$ cat config.mk
export PLATFORM = sky130hd
export DESIGN_NAME = muldiv_unit
export DESIGN_NICKNAME = d
export VERILOG_FILES = /design/src/rtl/muldiv_pkg.sv /design/src/rtl/muldiv_step.sv /design/src/rtl/muldiv_unit.sv
export SDC_FILE = /design/constraint.sdc
export NUM_CORES = 1
export LEC_CHECK = 0
export BUFFER_PORTS_ARGS = -buffer_cell sky130_fd_sc_hd__buf_2
export CORE_ASPECT_RATIO = 0.9
export CORE_MARGIN = 5
export CORE_UTILIZATION = 40
export DETAILED_ROUTE_END_ITERATION = 8
export PLACE_DENSITY = 0.66
export SETUP_SLACK_MARGIN = 0.5
export SKIP_LAST_GASP = 1
export SYNTH_ARGS = -nofsm -noshare
export SYNTH_HDL_FRONTEND = slang
export SYNTH_SLANG_ARGS = --single-unit
export TNS_END_PERCENT = 100
$ cat constraint.sdc
create_clock -name clock -period 3.4 [get_ports clock]
set_input_delay 0.17 -clock clock [delete_from_list [all_inputs] [get_ports clock]]
set_output_delay 0.17 -clock clock [all_outputs]
set_load 0.1 [all_outputs]
$ cat src/rtl/muldiv_pkg.sv
// Shared definitions for the iterative multiply/divide unit: op codes, FSM states, latency.
// Signed operation support in muldiv_unit is enabled by defining MULDIV_SIGNED_EN.
package muldiv_pkg;

   localparam int WIDTH_DEFAULT = 32;
   localparam int MULDIV_LAT    = WIDTH_DEFAULT + 1;

   typedef enum logic [1:0] {
      OP_MULT  = 2'b00,
      OP_MULTU = 2'b01,
      OP_DIV   = 2'b10,
      OP_DIVU  = 2'b11
   } op_e;

   typedef enum logic [1:0] {
      S_IDLE,
      S_RUN,
      S_FIN
   } state_e;

   // Start-to-done latency for an arbitrary operand width.
   function automatic int muldiv_lat(input int width);
      return width + 1;
   endfunction

endpackage

$ cat src/rtl/muldiv_step.sv
// One radix-2 iteration: shift-add for multiply, restoring shift-subtract for divide.
// Purely combinational; the partial result lives in {p_hi, p_lo}.
module muldiv_step
   import muldiv_pkg::*;
#(
   parameter int WIDTH = WIDTH_DEFAULT
) (
   input  logic             is_div,
   input  logic [WIDTH-1:0] p_hi,
   input  logic [WIDTH-1:0] p_lo,
   input  logic [WIDTH-1:0] m,
   output logic [WIDTH-1:0] n_hi,
   output logic [WIDTH-1:0] n_lo
);

   logic [WIDTH:0] sum;
   logic [WIDTH:0] shifted;
   logic [WIDTH:0] trial;

   // NOTE: every output of a combinational block is assigned on every path, so no latch is inferred.
   always_comb begin
      sum     = {1'b0, p_hi} + (p_lo[0] ? {1'b0, m} : '0);
      shifted = {p_hi, p_lo[WIDTH-1]};
      trial   = shifted - {1'b0, m};
      n_hi    = sum[WIDTH:1];
      n_lo    = {sum[0], p_lo[WIDTH-1:1]};
      if (is_div) begin
         // A borrow out of the trial subtraction means the divisor did not fit: restore.
         if (trial[WIDTH]) begin
            n_hi = shifted[WIDTH-1:0];
            n_lo = {p_lo[WIDTH-2:0], 1'b0};
         end else begin
            n_hi = trial[WIDTH-1:0];
            n_lo = {p_lo[WIDTH-2:0], 1'b1};
         end
      end
   end

endmodule

$ cat src/rtl/muldiv_unit.sv
// Iterative MIPS-style HI/LO multiply/divide unit with a fixed WIDTH+1 cycle latency.
// Define MULDIV_SIGNED_EN to execute MULT/DIV as signed; otherwise every op is unsigned.
module muldiv_unit
   import muldiv_pkg::*;
#(
   parameter int WIDTH = WIDTH_DEFAULT,
   parameter int CNT_W = $clog2(WIDTH + 1)
) (
   input  logic             clock,
   input  logic             reset_n,
   input  logic             start,
   input  logic [1:0]       op,
   input  logic [WIDTH-1:0] a,
   input  logic [WIDTH-1:0] b,
   input  logic             flush,
   input  logic             wr_hi,
   input  logic             wr_lo,
   input  logic [WIDTH-1:0] wdata,
   output logic             busy,
   output logic             done,
   output logic             div_zero,
   output logic [WIDTH-1:0] hi,
   output logic [WIDTH-1:0] lo
);

   state_e           state;
   logic [CNT_W-1:0] cnt;
   logic             is_div;
   logic             zero_div;
   logic [WIDTH-1:0] p_hi, p_lo, m;
   logic [WIDTH-1:0] n_hi, n_lo;
   logic [WIDTH-1:0] a_mag, b_mag;
   logic [WIDTH-1:0] res_hi, res_lo;
   logic             b_is_zero;

   assign busy      = (state != S_IDLE);
   assign b_is_zero = (b == '0);

`ifdef MULDIV_SIGNED_EN
   logic             a_neg, b_neg;
   logic             neg_lo, neg_hi;
   logic [2*WIDTH-1:0] prod;

   assign a_neg = ~op[0] & a[WIDTH-1];
   assign b_neg = ~op[0] & b[WIDTH-1];
   assign a_mag = a_neg ? -a : a;
   assign b_mag = b_neg ? -b : b;

   // neg_lo: product or quotient is negative; neg_hi: remainder follows the dividend.
   assign prod = neg_lo ? -{p_hi, p_lo} : {p_hi, p_lo};
   always_comb begin
      if (is_div) begin
         res_hi = neg_hi ? -p_hi : p_hi;
         res_lo = neg_lo ? -p_lo : p_lo;
      end else begin
         {res_hi, res_lo} = prod;
      end
   end
`else
   logic unused_op0;

   assign unused_op0 = op[0];
   assign a_mag      = a;
   assign b_mag      = b;
   assign res_hi     = p_hi;
   assign res_lo     = p_lo;
`endif

   muldiv_step #(.WIDTH(WIDTH)) u_step (
      .is_div (is_div),
      .p_hi   (p_hi),
      .p_lo   (p_lo),
      .m      (m),
      .n_hi   (n_hi),
      .n_lo   (n_lo)
   );

   // NOTE: sequential state uses non-blocking assignments so every register samples pre-edge values.
   always_ff @(posedge clock or negedge reset_n) begin
      if (!reset_n) begin
         state    <= S_IDLE;
         cnt      <= '0;
         is_div   <= 1'b0;
         zero_div <= 1'b0;
         p_hi     <= '0;
         p_lo     <= '0;
         m        <= '0;
         hi       <= '0;
         lo       <= '0;
         done     <= 1'b0;
         div_zero <= 1'b0;
`ifdef MULDIV_SIGNED_EN
         neg_lo   <= 1'b0;
         neg_hi   <= 1'b0;
`endif
      end else begin
         done     <= 1'b0;
         div_zero <= 1'b0;
         if (flush && state != S_IDLE) begin
            state <= S_IDLE;
         end else begin
            case (state)
               S_IDLE: begin
                  if (wr_hi) hi <= wdata;
                  if (wr_lo) lo <= wdata;
                  // A squash in the same cycle drops the request.
                  if (start && !flush) begin
                     is_div   <= op[1];
                     zero_div <= op[1] & b_is_zero;
                     cnt      <= CNT_W'(WIDTH);
                     p_hi     <= '0;
                     p_lo     <= op[1] ? a_mag : b_mag;
                     m        <= op[1] ? b_mag : a_mag;
                     state    <= (op[1] && b_is_zero) ? S_FIN : S_RUN;
`ifdef MULDIV_SIGNED_EN
                     neg_lo   <= a_neg ^ b_neg;
                     neg_hi   <= a_neg;
`endif
                  end
               end
               S_RUN: begin
                  p_hi <= n_hi;
                  p_lo <= n_lo;
                  cnt  <= cnt - CNT_W'(1);
                  if (cnt == CNT_W'(1)) state <= S_FIN;
               end
               S_FIN: begin
                  done     <= 1'b1;
                  div_zero <= zero_div;
                  if (!zero_div) begin
                     hi <= res_hi;
                     lo <= res_lo;
                  end
                  state <= S_IDLE;
               end
               default: state <= S_IDLE;
            endcase
         end
      end
   end

endmodule

==> results_dict.tcl <==
set metrics [dict create \
    run_status "completed" \
    finClkSkew_ns 0.0130 \
    synth-seq-area-share 0.350 \
    place.gp.congestion 0.933 \
    layout_setup_ws_ns 0.327 \
    cp-startpoint "p_lo[31]$_DFFE_PN0P_" \
    syn_area_sq_mm 0.0123 \
    routed_via_density 5.67 \
    finalSetupTns_ns 0 \
    yosys.cell_count.top_type "a21oi_1" \
    setup_viol 0 \
    firstDrtPassIters 5 \
    die_area_sq_mm 0.0343 \
    netlist_instances 1474 \
    drv_slew 0 \
    critPathLaunchType "flip-flop" \
    drcViolationCount 0 \
    synthArstFlopShare 1.00 \
    drv_cap 0 \
    globalRouteOverflowTotal 0 \
    yosysWarnings 0 \
    tightest_slew_ns 0.882 \
    grt_pass1_vias 11600 \
    synth_cell_types 73 \
    cts_buffers 17 \
    switching_share 0.509 \
    required_ns 3.73 \
    cts_buffer_depth 2 \
    ys_top_cells_by_count "233 x a21oi_1, 172 x dfrtp_1, 140 x nor2_1" \
    synth_nets 1646 \
    worst-endpoint-arrival_ns 3.40 \
    ys_seq_elements 172 \
    wl_per_cell_microns 19.5 \
    antenna_left 0 \
    path_clk_slew_ns 0.07 \
    synth.area.top_cells "dfrtp_1 35%, a21oi_1 9.5%, mux2i_1 6.8%, ha_1 6.7%, o21ai_0 4.4%" \
    synthFlopType "dfrtp_1" \
    hpwlAfterDp_microns 29900 \
    antenna_found_initial 2 \
    syn_to_final_growth_pct 23.1 \
    tritoncts "built" \
    rows 60 \
    synth_top_cell_by_area "dfrtp_1" \
    rsz0062_at_grt "yes" \
    synth_edf_count 0 \
    fillCellCount 2878 \
    r2r_start "p_lo[31]$_DFFE_PN0P_" \
    cellLeakagePower_nw 6.94 \
    p_seq_frac 0.241 \
    clk_latency_ns 0.44 \
    grt_max_degree 90 \
    fin_nets 1826 \
    power.density_mw_per_mm2 983 \
    routed_wl_microns 40500 \
    start_util 0.408 \
    min_period_ns 3.07 \
    avgSynthCellArea_sq_um 8.33 \
    fin_crit_sh 0.904 \
    chipHeight_microns 176 \
    holdCritStartpoint "a[10]" \
    clockPowerShare 0.135 \
    ios 171 \
    die_w_microns 195 \
    final_layout_size_suffix_gt1_frac 0.234 \
    hold_class "in -> reg" \
    ir_worst_vdd_mv 0.559 \
    port_buffers 169 \
    ctsRootBufferMaster "clkbuf_16" \
    drt_iter0_drc 855 \
    synth_top_area_frac 0.350 \
    worst-path-max-fanout 5 \
    htree_levels 4 \
    coreArea_sq_mm 0.0301 \
    intPower_w 0.00730 \
    grt_pass1_wl_microns 63200 \
    grt_use_total 0.228 \
    vias 11700 \
    cp-end-kind "flip-flop" \
    hold_viol_final 0 \
    critPathKind "reg -> reg" \
    p_comb_frac 0.624 \
    cts_sinks 172 \
    slew_headroom 0.412 \
    switchingPower_w 0.00756 \
    fmax_ghz 0.325 \
    dpl_worst_slack_ns 0.0730 \
]
-- per-stage QoR --
| stage | util | hold slack, ns | total power (W) | cells | instance area [sq um] |
|---|---|---|---|---|---|
| finish | 0.502 | 0.0423 | 0.0149 | 2071 | 15100 |
| CTS | 0.496 | 0.0265 | 0.0146 | 2066 | 14900 |
| floorplan | - | -0.126 | 0.00971 | 1474 | 12300 |
| detailed placement | 0.460 | 0.269 | 0.0119 | 2015 | 13800 |
| global route | 0.502 | 0.0553 | 0.0158 | 2071 | 15100 |
| global placement | 0.460 | 0.259 | 0.0118 | 2015 | 13800 |
-- power groups by stage --
stage | Sequential, W | Combinational [W] | Clock, W
4_1_cts | 0.00355 | 0.00901 | 0.00203
6_report | 0.00358 | 0.00928 | 0.00200
2_1_floorplan | 0.00501 | 0.00470 | 0
3_3_place_gp | 0.00355 | 0.00824 | 0
3_5_place_dp | 0.00356 | 0.00835 | 0
5_1_grt | 0.00366 | 0.00998 | 0.00211
-- per-layer routing --
| layer | vias up | share of wire | GRT usage |
|---|---|---|---|
| li1 | 5606 | - | - |
| met1 | 5673 | 0.44 | 0.305 |
| met2 | 396 | 0.47 | 0.376 |
| met3 | 61 | 0.063 | 0.0456 |
| met4 | 0 | 0.028 | 0.0718 |
| met5 | - | 0 | 0 |
-- path summary, 6_finish.rpt --
| path | cells after the start | endpoint | slack (ns) |
|---|---|---|---|
| max in group asynchronous | 3 | is_div$_DFFE_PN0P_ | 2.14 |
| worst max register to register | 14 | p_hi[26]$_DFFE_PN0P_ | 0.33 |
| worst max-delay path | 14 | p_hi[26]$_DFFE_PN0P_ | 0.33 |
| worst min-delay path | 3 | m[10]$_DFFE_PN0P_ | 0.04 |
| min in group asynchronous | 2 | m[9]$_DFFE_PN0P_ | 0.34 |
| worst min register to register | 2 | m[22]$_DFFE_PN0P_ | 0.51 |
-- cell families (layout without fill, tap and decap cells) --
group                    count (synthesis)  count (layout)  share of synthesized area
AND/OR/NAND/NOR                        456             456                      0.175
AO/OA/AOI/OAI                          476             476                      0.225
other                                    0               1                          0
adder cells (fa/ha/maj)                 68              68                     0.0705
XOR/XNOR                                56              56                     0.0405
multiplexers                           116             116                     0.0981
buffers and inverters                  130             323                     0.0408
flip-flops                             172             172                      0.350
-- layout by cell type (no fill, tap or decap), drive strengths merged, types with 9 or more instances in the layout --
cell	instances
a21o	20
a21oi	233
a22oi	13
a31oi	9
and2	71
and3	13
buf	241
clkbuf	22
dfrtp	172
ha	66
inv	50
mux2	32
mux2i	84
nand2	129
nand2b	19
nand3	15
nor2	140
nor2b	10
nor3	28
nor4	9
o21ai	127
o31ai	10
xnor2	38
xor2	18
-- critical path, cell delays in order (launching register included) --
cell      delay [ns]
dfrtp_1         0.41
inv_2           0.08
ha_4            0.17
fa_2            0.34
nand2b_4        0.16
a21oi_4         0.13
o41a_1          0.20
a31oi_2         0.13
o21ai_2         0.25
a31oi_4         0.12
buf_6           0.15
xor2_4          0.17
buf_6           0.18
a32o_1          0.24
a211o_1         0.23
-- registers in the layout (all words and copies together) (netlist names), 2 cells and up --
signal and flops:
p_hi 32, lo 32, cnt 6, p_lo 32, m 32, state 2, hi 32
-- cell type report --
type / instances / area (sq um) / area share
antenna: 1 / 2.50 / 0.000165
clock buffer: 22 / 484 / 0.0320
clock inverter: 10 / 106 / 0.00703
inverter: 48 / 180 / 0.0119
multi-input combinational: 1172 / 8020 / 0.531
sequential: 172 / 4310 / 0.285
tap: 403 / 504 / 0.0333
timing repair buffer: 243 / 1510 / 0.100
-- repair_timing --
item	CTS	global route
pin swaps	18	22
setup buffers	17	3
setup endpoints to repair	33	33
cloned	0	1
hold buffers	2	0
hold endpoints to repair	71	0
gates resized for setup	66	34
No activity file was read; power rests on OpenSTA's default activity.
